<file path="src/rtl/mesh_term_tx.sv">
// Terminal-side injection port: formats client fields into mesh packets, buffers them, and offers the head to the router.
// Latency: a legal push into an empty FIFO appears on pndng_o/data_o one cycle later; the head is first-word-fall-through.
// Backpressure: full_o is raised at FIFO_DEPTH. Pushes while full without popin_i are dropped; optional stats via MESH_TERM_TX_STATS_EN.
module mesh_term_tx #(
  parameter int          ROWS       = 4,
  parameter int          COLUMNS    = 4,
  parameter int          PAKG_SIZE  = 32,
  parameter int          FIFO_DEPTH = 16,
  parameter logic [7:0]  BDCST      = 8'hFF
) (
  input  logic                            clk_i,
  input  logic                            rst_i,
  input  logic                            push_i,
  input  logic [3:0]                      row_i,
  input  logic [3:0]                      col_i,
  input  logic                            mode_i,
  input  logic                            bcast_i,
  input  logic [PAKG_SIZE-18:0]           payload_i,
  output logic                            full_o,
  output logic [$clog2(FIFO_DEPTH):0]     count_o,
  output logic                            pndng_o,
  output logic [PAKG_SIZE-1:0]            data_o,
  input  logic                            popin_i,
  output logic                            ovf_o,
  output logic                            addr_err_o,
  output logic                            unf_o
`ifdef MESH_TERM_TX_STATS_EN
  ,
  output logic [31:0]                     sent_o,
  output logic [15:0]                     drop_o
`endif
);

  localparam int PW = $clog2(FIFO_DEPTH);
  localparam int CW = PW + 1;
  localparam logic [3:0]    ROW_MAX  = 4'(ROWS);
  localparam logic [3:0]    COL_MAX  = 4'(COLUMNS);
  localparam logic [3:0]    ROW_LAST = 4'(ROWS + 1);
  localparam logic [3:0]    COL_LAST = 4'(COLUMNS + 1);
  localparam logic [CW-1:0] DEPTH_C  = CW'(FIFO_DEPTH);

  logic [PAKG_SIZE-1:0] mem [FIFO_DEPTH];
  logic [PW-1:0]        wr_ptr;
  logic [PW-1:0]        rd_ptr;
  logic [CW-1:0]        count_q;
  logic [PAKG_SIZE-1:0] hold_q;
  logic                 ovf_q, addr_err_q, unf_q;

  logic                 empty, full;
  logic                 addr_ok, legal_push;
  logic                 do_push, do_pop, ovf_evt, addr_evt;
  logic [7:0]           rc_field;
  logic [PAKG_SIZE-1:0] pkt;

  // Target legality, packet formatting and push/pop decisions for this cycle.
  always_comb begin
    addr_ok    = (((row_i == 4'h0) || (row_i == ROW_LAST)) && (col_i != 4'h0) && (col_i <= COL_MAX)) ||
                 (((col_i == 4'h0) || (col_i == COL_LAST)) && (row_i != 4'h0) && (row_i <= ROW_MAX));
    rc_field   = bcast_i ? BDCST : {row_i, col_i};
    pkt        = {8'h00, rc_field, mode_i, payload_i};
    empty      = (count_q == '0);
    full       = (count_q == DEPTH_C);
    do_pop     = popin_i && !empty;
    legal_push = push_i && (bcast_i || addr_ok);
    // A pop in the same cycle frees the slot the push needs, so full does not block it.
    do_push    = legal_push && (!full || do_pop);
    ovf_evt    = legal_push && full && !do_pop;
    addr_evt   = push_i && !bcast_i && !addr_ok;
  end

  // Packet storage; contents are don't-care until pointed at by a valid occupancy.
  always_ff @(posedge clk_i) begin
    if (do_push) mem[wr_ptr] <= pkt;
  end

  // Pointers, occupancy, last-head capture and sticky error flags.
  always_ff @(posedge clk_i or negedge rst_i) begin
    if (!rst_i) begin
      wr_ptr     <= '0;
      rd_ptr     <= '0;
      count_q    <= '0;
      hold_q     <= '0;
      ovf_q      <= 1'b0;
      addr_err_q <= 1'b0;
      unf_q      <= 1'b0;
    end else begin
      if (do_push) wr_ptr <= wr_ptr + 1'b1;
      if (do_pop)  rd_ptr <= rd_ptr + 1'b1;
      if (do_push && !do_pop)      count_q <= count_q + 1'b1;
      else if (!do_push && do_pop) count_q <= count_q - 1'b1;
      // Keeps the most recent head so data_o holds once the FIFO drains.
      if (!empty) hold_q <= mem[rd_ptr];
      if (ovf_evt)            ovf_q      <= 1'b1;
      if (addr_evt)           addr_err_q <= 1'b1;
      if (popin_i && empty)   unf_q      <= 1'b1;
    end
  end

`ifdef MESH_TERM_TX_STATS_EN
  logic [31:0] sent_q;
  logic [15:0] drop_q;

  // Saturating counters of retired packets and dropped pushes.
  always_ff @(posedge clk_i or negedge rst_i) begin
    if (!rst_i) begin
      sent_q <= '0;
      drop_q <= '0;
    end else begin
      if (do_pop && (sent_q != '1))                 sent_q <= sent_q + 1'b1;
      if ((ovf_evt || addr_evt) && (drop_q != '1))  drop_q <= drop_q + 1'b1;
    end
  end

  assign sent_o = sent_q;
  assign drop_o = drop_q;
`endif

  assign full_o     = full;
  assign count_o    = count_q;
  assign pndng_o    = !empty;
  assign data_o     = empty ? hold_q : mem[rd_ptr];
  assign ovf_o      = ovf_q;
  assign addr_err_o = addr_err_q;
  assign unf_o      = unf_q;

endmodule

</file>
<file path="config.mk">
export PLATFORM = sky130hd
export DESIGN_NAME = mesh_term_tx
export DESIGN_NICKNAME = d
export VERILOG_FILES = /design/src/rtl/mesh_term_tx.sv
export SDC_FILE = /design/constraint.sdc
export NUM_CORES = 1
export LEC_CHECK = 0
export BUFFER_PORTS_ARGS = -buffer_cell sky130_fd_sc_hd__buf_4
export CORE_ASPECT_RATIO = 2
export CORE_MARGIN = 3
export CORE_UTILIZATION = 40
export CTS_BUF_LIST = sky130_fd_sc_hd__clkbuf_8
export DETAILED_ROUTE_END_ITERATION = 7
export SLEW_MARGIN = 20
export SYNTH_ARGS = -nofsm -noshare
export SYNTH_HDL_FRONTEND = slang
export SYNTH_SLANG_ARGS = --single-unit
</file>
<file path="constraint.sdc">
create_clock -name clk_i -period 5.6 [get_ports clk_i]
set_clock_uncertainty 0.05 [all_clocks]
set_input_delay 0.56 -clock clk_i [delete_from_list [all_inputs] [get_ports clk_i]]
set_output_delay 0.56 -clock clk_i [all_outputs]
set_load 0.03 [all_outputs]
</file>
==> impl_metrics.ini, run 1 <==
[floorplanning]
pin_count = 71
chipHeight_um = 295
placementRows = 105
design.core.area_um2 = 41300
die_area_um2 = 44500
dieWidth_um = 151
initial_utilization = 0.406

[power_and_ir_drop]
ir_drop_uv = 300
power_leakage_uw = 0.00639
powerDensity_nw_per_um2 = 505
power_uw = 9720

[drt]
drc = 0
routed_wl_mm = 36.6
drt_first_pass_iters = 4
drtAntennaViolNets = 0
num_vias = 7933
wire_per_inst_um = 24.8
drtIter0Drc = 474
viasPerCell = 5.37

[yosys]
syn_area_um2 = 16700
yosys.cell_types.count = 42
synth-edff-count = 384
synth_cells = 788
yosys_warnings = 0
seq_area_frac_synth = 0.760
synth_flop_cell = edfxtp_1
synthesis.nets = 827
ys_ff_latch = 432
synth.avg_cell_area_um2 = 21.3
synthArstFlopShare = 0.111

[global_routing]
top_usage_layer = met2
grtUsageMet2 = 0.305
grt_use_met3 = 0.0238
grtUsageTotal = 0.169
grt_pass1_vias = 8841
grt_max_degree = 59
grt-ovfl-total = 0
antenna_found_initial = 1
grtUsageMet1 = 0.205
grt_pass1_wl_mm = 55.0

[clocking]
clockBufferDepth = 3
clkLatencyLatePin_ns = 0.61
clk_pin_slew_ns = 0.07
clock-sinks = 432
cts_tree = yes
cts-buffers-inserted = 58
cts_root_buf = clkbuf_8
htreeDepth = 2

[worst_hold_path]
hold_path_class = in -> reg
min_from = popin_i
holdPathStages = 2
worstHoldEndpoint = unf_o$_DFFE_PN0P_

[run]
maxCapViolations = 0

[placed_design]
gp_congestion = 0.738
pre_cts_ws_ns = 1.86
io_buffers = 70
hpwl_mm = 20.4

[cells_and_area]
seq_area_um2 = 12700
syn2layout_area_growth_pct = 14.9
drive_gt1_frac = 0.351
multi_input_area_um2 = 3800
filler_cell_count = 3529
fin_nets = 935

[timing]
rsz0062_at_grt = no
fin_crit_sh = 0.772
max_slew_margin = 0.303
maxSlewViolCount = 0
period_needed_ns = 4.33
worst_pin_slew_ns = 1.05
max_freq_mhz = 231
setup_violations = 0
hold_viol = 0
fin_ws_ns = 1.27
setup-tns-final_ns = 0

[critical_path]
path_max_fanout = 45
r2r_cells = 12
r2r_start = count_o[3]$_DFFE_PN0P_
cp.required_ns = 4.99
cp-start-kind = register
timing.rr.end = count_o[4]$_DFFE_PN0P_
ff2ff_setup_slack_ns = 2.19
worst_setup_path_end_kind = primary output
arrival_ns = 3.72
criticalPathCategory = reg -> out

[status]
status = complete, no violations
-- area by class of cell --
type / instances / area share
multi-input cells: 304 / 0.197
well taps: 535 / 0.0348
clock inverters: 34 / 0.0131
flip-flops and latches: 432 / 0.662
repair buffers: 93 / 0.0404
clock buffers: 71 / 0.0508
diodes: 1 / 0.000130
inverters: 7 / 0.00149
-- report_power, final --
part,switching (uW),total [uW],internal (uW)
clock,1160,2490,1330
sequential,377,4200,3820
combinational,1640,3040,1390
-- metrics by stage --
step                      instance area (um^2)  std cells  utilization  hold WS [ns]
after floorplan                          16700        788            -         0.214
after global routing                     19300       1477        0.467         0.115
after CTS                                19200       1474        0.465        0.0868
after global placement                   17900       1366        0.434         0.406
after detailed placement                 18000       1368        0.435         0.400
final                                    19300       1477        0.467         0.154
-- critical path, stage by stage, from the launching register on --
cell,delay [ns]
dfrtp_1,0.42
nor4_2,0.47
and2b_1,0.40
inv_4,0.27
nand2b_2,0.62
o22ai_1,0.18
a31oi_1,0.43
buf_4,0.25
-- sequential cells by signal, indices dropped and copies added (netlist names) --
| signal | flops |
|---|---|
| addr_err_o | 1 |
| count_o | 5 |
| hold_q | 32 |
| mem | 384 |
| ovf_o | 1 |
| rd_ptr | 4 |
| unf_o | 1 |
| wr_ptr | 4 |
-- worst max-delay path by stage --
stage          slack, ns  cells past startpoint                    from             endpoint
6_report            1.27                      7  count_o[3]$_DFFE_PN0P_           data_o[22]
5_1_grt             1.02                      7  count_o[1]$_DFFE_PN0P_           data_o[20]
4_1_cts             1.17                      7  count_o[3]$_DFFE_PN0P_           data_o[22]
3_5_place_dp        1.86                      7  count_o[3]$_DFFE_PN0P_           data_o[22]
3_3_place_gp        2.00                      7  count_o[3]$_DFFE_PN0P_           data_o[20]
2_1_floorplan       1.23                      5  count_o[1]$_DFFE_PN0P_  mem[1][0]$_DFFE_PP_
-- Yosys cell counts, types with 6 or more instances --
master / count / area (um^2)
dfrtp_1: 48 / 1200
xnor2_1: 9 / 78.8
and2_1: 9 / 56.3
buf_6: 11 / 124
nor2b_1: 8 / 50.1
nand3_1: 8 / 40.0
edfxtp_1: 384 / 11500
nand2_1: 11 / 41.3
buf_2: 6 / 30.0
clkbuf_1: 23 / 86.3
mux2_2: 27 / 304
or2_2: 8 / 50.1
a31oi_1: 17 / 106
mux2i_1: 16 / 160
nor3_1: 8 / 40.0
a211oi_1: 8 / 60.1
o22ai_1: 24 / 150
ha_1: 9 / 113
mux4_2: 96 / 2160
nor2_1: 16 / 60.1
inv_1: 6 / 22.5
-- kinds of logic (layout without fill, tap and decap cells) --
| group | Yosys count | in the layout | synth area share |
|---|---|---|---|
| other | 0 | 1 | 0 |
| AO/OA/AOI/OAI | 62 | 62 | 0.0242 |
| flip-flops | 432 | 432 | 0.760 |
| buffers and inverters | 52 | 205 | 0.0181 |
| XOR/XNOR | 13 | 13 | 0.00680 |
| AND/OR/NAND/NOR | 80 | 80 | 0.0261 |
| multiplexers | 139 | 139 | 0.157 |
| adder cells (fa/ha/maj) | 10 | 10 | 0.00792 |
-- placed cells by master (no fill, tap or decap), drive strengths merged, types with 11 or more instances in the layout --
cell type  count
o22ai         24
a31oi         17
nor2          16
dfrtp         48
mux2i         16
clkbuf        71
edfxtp       384
inv           19
clkinv        18
buf           92
mux4          96
nand2         11
mux2          27
-- metal layers --
metal / vias to the layer above / wire [um]
met5: - / 0
met4: 0 / 962
met3: 64 / 1670
met2: 198 / 20100
met1: 4194 / 13900
li1: 3477 / -
-- what timing repair did --
| item | 4_1_cts | 5_1_grt |
|---|---|---|
| hold buffers | 1 | 0 |
| setup buffers | 0 | 0 |
| endpoints found under the setup margin | 0 | 0 |
| resized for setup | 0 | 0 |
| hold endpoints to repair | 48 | 0 |
No activity file was read; power rests on OpenSTA's default activity.
==> run 2, diff against run 1 <==
Clock period 5.6 ns to 4.2 ns, I/O delays scaled along.
==> impl_metrics.ini, run 2 (synthesis results as in run 1) <==
[cells_and_area]
multi_input_area_um2 = 3810
final_cell_mix = edfxtp_1, mux4_2, buf_4, clkbuf_8, dfrtp_1
largest_reg_flops = 384
drive_gt1_frac = 0.342
syn2layout_area_growth_pct = 14.4
final_common_cell = edfxtp_1
regMostFlops = mem
fin_nets = 942
final_cell_area_um2 = 19200
filler_cell_count = 3523
seq_area_um2 = 12700

[placed_design]
io_buffers = 70
gp_congestion = 0.733
dpl_cell_area_um2 = 18000
hpwl_mm = 21.5

[critical_path]
path_max_fanout = 31
path_buf_inv = 3
r2r_cells = 12
cp_num_cells = 8
worstPathCellList = nor4_2 -> and2b_1 -> inv_4 -> nand2b_4 -> buf_4 -> o22ai_1 -> a31oi_1 -> buf_4
cp-start-kind = register
cpLargestDelayFamily = simple AND/OR/NAND/NOR gates
worst_setup_path_end_kind = primary output
arrival_ns = 3.36
criticalPathCategory = reg -> out
max_stage_delay_ns = 0.46
cp.required_ns = 3.73
cp_slowest_cell = and2b_1
path_common_cell = buf_4

[global_routing]
antenna_found_initial = 1
grtUsageMet1 = 0.217
grt_pass1_wl_mm = 56.3
top_usage_layer = met2
grtUsageTotal = 0.174
grt_pass1_vias = 8766
grt_use_met3 = 0.0265
grtUsageMet2 = 0.307
grt-ovfl-total = 0
grt_max_degree = 49

[power_and_ir_drop]
combPwrFrac = 0.335
powerDensity_nw_per_um2 = 666
p_sw_uw = 4260
power_uw = 12800
power.internal_uw = 8500
power_leakage_uw = 0.00639
sw_frac_of_total = 0.334
p_clk_frac = 0.236
ir_drop_uv = 362
p_seq_frac = 0.429

[floorplanning]
chipHeight_um = 295
dieWidth_um = 151
die_area_um2 = 44500
design.core.area_um2 = 41300
placementRows = 105
pin_count = 71
initial_utilization = 0.406

[timing]
max_slew_margin = 0.270
maxSlewViolCount = 0
rsz0062_at_grt = no
period_needed_ns = 3.83
worst_pin_slew_ns = 1.09
whs_ns = 0.0533
setup_violations = 0
max_freq_mhz = 261
setup-tns-final_ns = 0
hold_viol = 0
fin_crit_sh = 0.912

[clocking]
clkLatencyLatePin_ns = 0.61
htreeDepth = 2
clockBufferDepth = 3
cts-buffers-inserted = 58
cts_tree = yes
cts_root_buf = clkbuf_8
post_cts_buffers = 0
clock-sinks = 432
clk_pin_slew_ns = 0.07

[drt]
wire_per_inst_um = 25.2
drt_first_pass_iters = 4
drtAntennaViolNets = 0
routed_wl_mm = 37.5
num_vias = 8028
drc = 0
viasPerCell = 5.40
drtIter0Drc = 513

[worst_hold_path]
hold_path_class = in -> reg
holdPathStages = 1

[run]
maxCapViolations = 0

[status]
status = complete, no violations
-- run 2: cell types whose count changed in the layout (fill, tap and decap cells not counted), sizes merged --
| cell | previous run | this run |
|---|---|---|
| clkinv | 18 | 17 |
| inv | 19 | 29 |
| clkinvlp | 0 | 3 |
| clkbuf | 71 | 66 |
| dlygate4sd3 | 1 | 3 |
| buf | 92 | 97 |
| bufinv | 4 | 1 |
-- run 2: final cells by class --
| cell class | instances | area share |
|---|---|---|
| diodes | 1 | 0.000131 |
| clock buffers | 66 | 0.0474 |
| clock inverters | 43 | 0.0108 |
| inverters | 7 | 0.00150 |
| multi-input cells | 304 | 0.199 |
| flip-flops and latches | 432 | 0.665 |
| well taps | 535 | 0.0349 |
| repair buffers | 100 | 0.0415 |
-- run 2: metrics by stage --
stage,std cells,worst slack (ns),util
finish,1488,0.369,0.465
global route,1488,0.162,0.465
floorplan,788,-0.131,-
detailed placement,1375,0.735,0.437
global placement,1375,0.751,0.437
CTS,1487,0.0942,0.464
-- run 2: repair_timing --
item | 4_1_cts | 5_1_grt
gates resized for setup | 0 | 1
hold endpoints to repair | 50 | 0
endpoints found under the setup margin | 0 | 1
hold buffers | 3 | 0
-- run 2: path summary, 6_finish.rpt --
check / startpoint / to / slack [ns]
worst max register to register: count_o[3]$_DFFE_PN0P_ / count_o[4]$_DFFE_PN0P_ / 0.78
min in group asynchronous: rst_i / hold_q[14]$_DFF_PN0_ / 0.37
worst min register to register: hold_q[26]$_DFF_PN0_ / hold_q[26]$_DFF_PN0_ / 0.43
max in group asynchronous: rst_i / rd_ptr[0]$_DFFE_PN0N_ / 3.16
worst max-delay path: count_o[3]$_DFFE_PN0P_ / data_o[2] / 0.37
worst min-delay path: payload_i[2] / mem[8][2]$_DFFE_PP_ / 0.05
-- run 2: power groups by stage --
stage          logic [uW]  clock network (uW)  registers [uW]
6_report             4280                3010            5470
5_1_grt              4600                3300            5520
4_1_cts              4400                3110            5480
3_5_place_dp         4380                   0            5560
3_3_place_gp         4360                   0            5550
2_1_floorplan        3150                   0            5360
-- run 2: worst register-to-register path, cell delays in order, from the launching register on --
cell     delay, ns
dfrtp_1       0.43
nor4_2        0.38
and2b_1       0.46
inv_4         0.29
nand2_1       0.27
ha_1          0.23
inv_1         0.11
fa_1          0.42
a21o_1        0.18
a21oi_1       0.17
xnor2_1       0.13
nor2_1        0.07
xor2_1        0.14
-- run 2: layer usage --
| metal | routed length (um) | share of wire | vias up |
|---|---|---|---|
| li1 | - | - | 3478 |
| met1 | 14600 | 0.39 | 4236 |
| met2 | 20000 | 0.53 | 236 |
| met3 | 1700 | 0.045 | 78 |
| met4 | 1180 | 0.032 | 0 |
| met5 | 0 | 0 | - |
==> run 3, diff against run 2 <==
Settings changed: PLACE_DENSITY set to 0.53.
==> impl_metrics.ini, run 3 (synthesis results as in run 1) <==
[power_and_ir_drop]
ir_drop_uv = 656
combPwrFrac = 0.333
powerDensity_nw_per_um2 = 666
p_clk_frac = 0.234
p_sw_uw = 4300
power_leakage_uw = 0.00641
power.internal_uw = 8490
p_seq_frac = 0.432
sw_frac_of_total = 0.336

[drt]
wire_per_inst_um = 26.8
routed_wl_mm = 40.1
drc = 0
drtAntennaViolNets = 0
drt_first_pass_iters = 5
viasPerCell = 5.42
num_vias = 8108
drtIter0Drc = 582

[critical_path]
arrival_ns = 3.11
cpLargestDelayFamily = multiplexers
cp.required_ns = 3.73
criticalPathCategory = reg -> out
path_buf_inv = 2
path_max_fanout = 22
cp_slowest_cell = dfrtp_4
worstPathCellList = buf_4 -> mux4_2 -> mux2_2 -> o22ai_1 -> nor2_1 -> buf_4
max_stage_delay_ns = 0.68
worst_setup_path_end_kind = primary output
path_common_cell = buf_4
cp-start-kind = register

[clocking]
clockBufferDepth = 3
cts-buffers-inserted = 59
htreeDepth = 2
clkLatencyLatePin_ns = 0.61
cts_tree = yes
clock-sinks = 432
clk_pin_slew_ns = 0.07
cts_root_buf = clkbuf_8

[timing]
max_freq_mhz = 280
fin_crit_sh = 0.851
hold_viol = 0
setup_violations = 0
period_needed_ns = 3.58
fin_ws_ns = 0.624
whs_ns = 0.0680
max_slew_margin = 0.318
rsz0062_at_grt = no
worst_pin_slew_ns = 1.02
maxSlewViolCount = 0

[status]
status = complete, no violations

[placed_design]
hpwl_mm = 23.3
gp_congestion = 0.723
pre_cts_ws_ns = 1.00
io_buffers = 70

[worst_hold_path]
hold_path_class = in -> reg

[floorplanning]
placementRows = 105
design.core.area_um2 = 41300
dieWidth_um = 151
die_area_um2 = 44500
initial_utilization = 0.406
chipHeight_um = 295
pin_count = 71

[cells_and_area]
fin_nets = 950
filler_cell_count = 3503
fin_util = 0.465
syn2layout_area_growth_pct = 14.6
final_common_cell = edfxtp_1
drive_gt1_frac = 0.349
final_cell_mix = edfxtp_1, buf_4, mux4_2, clkbuf_8, dfrtp_1
regMostFlops = mem
largest_reg_flops = 384

[global_routing]
antenna_found_initial = 1
grt_pass1_wl_mm = 59.3
grt_pass1_vias = 8945
grt_max_degree = 49
grt-ovfl-total = 0
grtUsageTotal = 0.186

[run]
maxCapViolations = 0
[run 3: changes by cell type in the layout (fill, tap and decap cells not counted), sizes merged]
| cell | before | now |
|---|---|---|
| clkinv | 17 | 26 |
| bufinv | 1 | 0 |
| clkinvlp | 3 | 0 |
| buf | 97 | 104 |
| inv | 29 | 21 |
| clkbuf | 66 | 69 |
[run 3: path summary, 6_finish.rpt]
| check | start | to | slack (ns) | cells after the start |
|---|---|---|---|---|
| max reg2reg | count_o[3]$_DFFE_PN0P_ | count_o[4]$_DFFE_PN0P_ | 1.08 | 12 |
| min in group asynchronous | rst_i | hold_q[11]$_DFF_PN0_ | 0.42 | 2 |
| max in group asynchronous | rst_i | rd_ptr[0]$_DFFE_PN0N_ | 3.01 | 2 |
| min reg2reg | unf_o$_DFFE_PN0P_ | unf_o$_DFFE_PN0P_ | 0.43 | 1 |
| max | rd_ptr[0]$_DFFE_PN0N_ | data_o[23] | 0.62 | 6 |
| min | payload_i[10] | mem[15][10]$_DFFE_PP_ | 0.07 | 1 |
[run 3: routing by layer]
metal	vias up	track usage	wire, um
met5	-	0	0
met4	0	0.0618	1170
met3	73	0.0267	1650
met2	218	0.342	22200
met1	4325	0.222	15000
li1	3492	-	-
[run 3: through the flow]
step | instances | total power [uW] | setup TNS (ns) | cell area, um^2
final | 1495 | 12800 | 0 | 19200
after global routing | 1495 | 13500 | 0 | 19200
after CTS | 1494 | 13000 | 0 | 19200
after detailed placement | 1382 | 9970 | 0 | 18100
after global placement | 1382 | 9900 | 0 | 18100
after floorplan | 788 | 8510 | -9.44 | 16800
[run 3: power by group through the flow]
stage | clock [uW] | combinational, uW | sequential, uW
finish | 3000 | 4260 | 5530
detailed placement | 0 | 4350 | 5630
floorplan | 0 | 3150 | 5360
global placement | 0 | 4290 | 5600
global route | 3310 | 4580 | 5570
CTS | 3110 | 4360 | 5540
[run 3: layout make-up]
cell class | instances | area, um^2 | share of cell area
flip-flops and latches | 432 | 12700 | 0.664
multi-input cells | 304 | 3820 | 0.199
diodes | 1 | 2.50 | 0.000130
well taps | 535 | 669 | 0.0349
clock inverters | 40 | 166 | 0.00867
inverters | 7 | 28.8 | 0.00150
clock buffers | 69 | 950 | 0.0495
repair buffers | 107 | 823 | 0.0429
[run 3: timing repair]
action / 4_1_cts / 5_1_grt
endpoints found under the hold margin: 50 / 0
hold buffers: 3 / 0
gates resized for setup: 0 / 0
setup buffers: 0 / 0
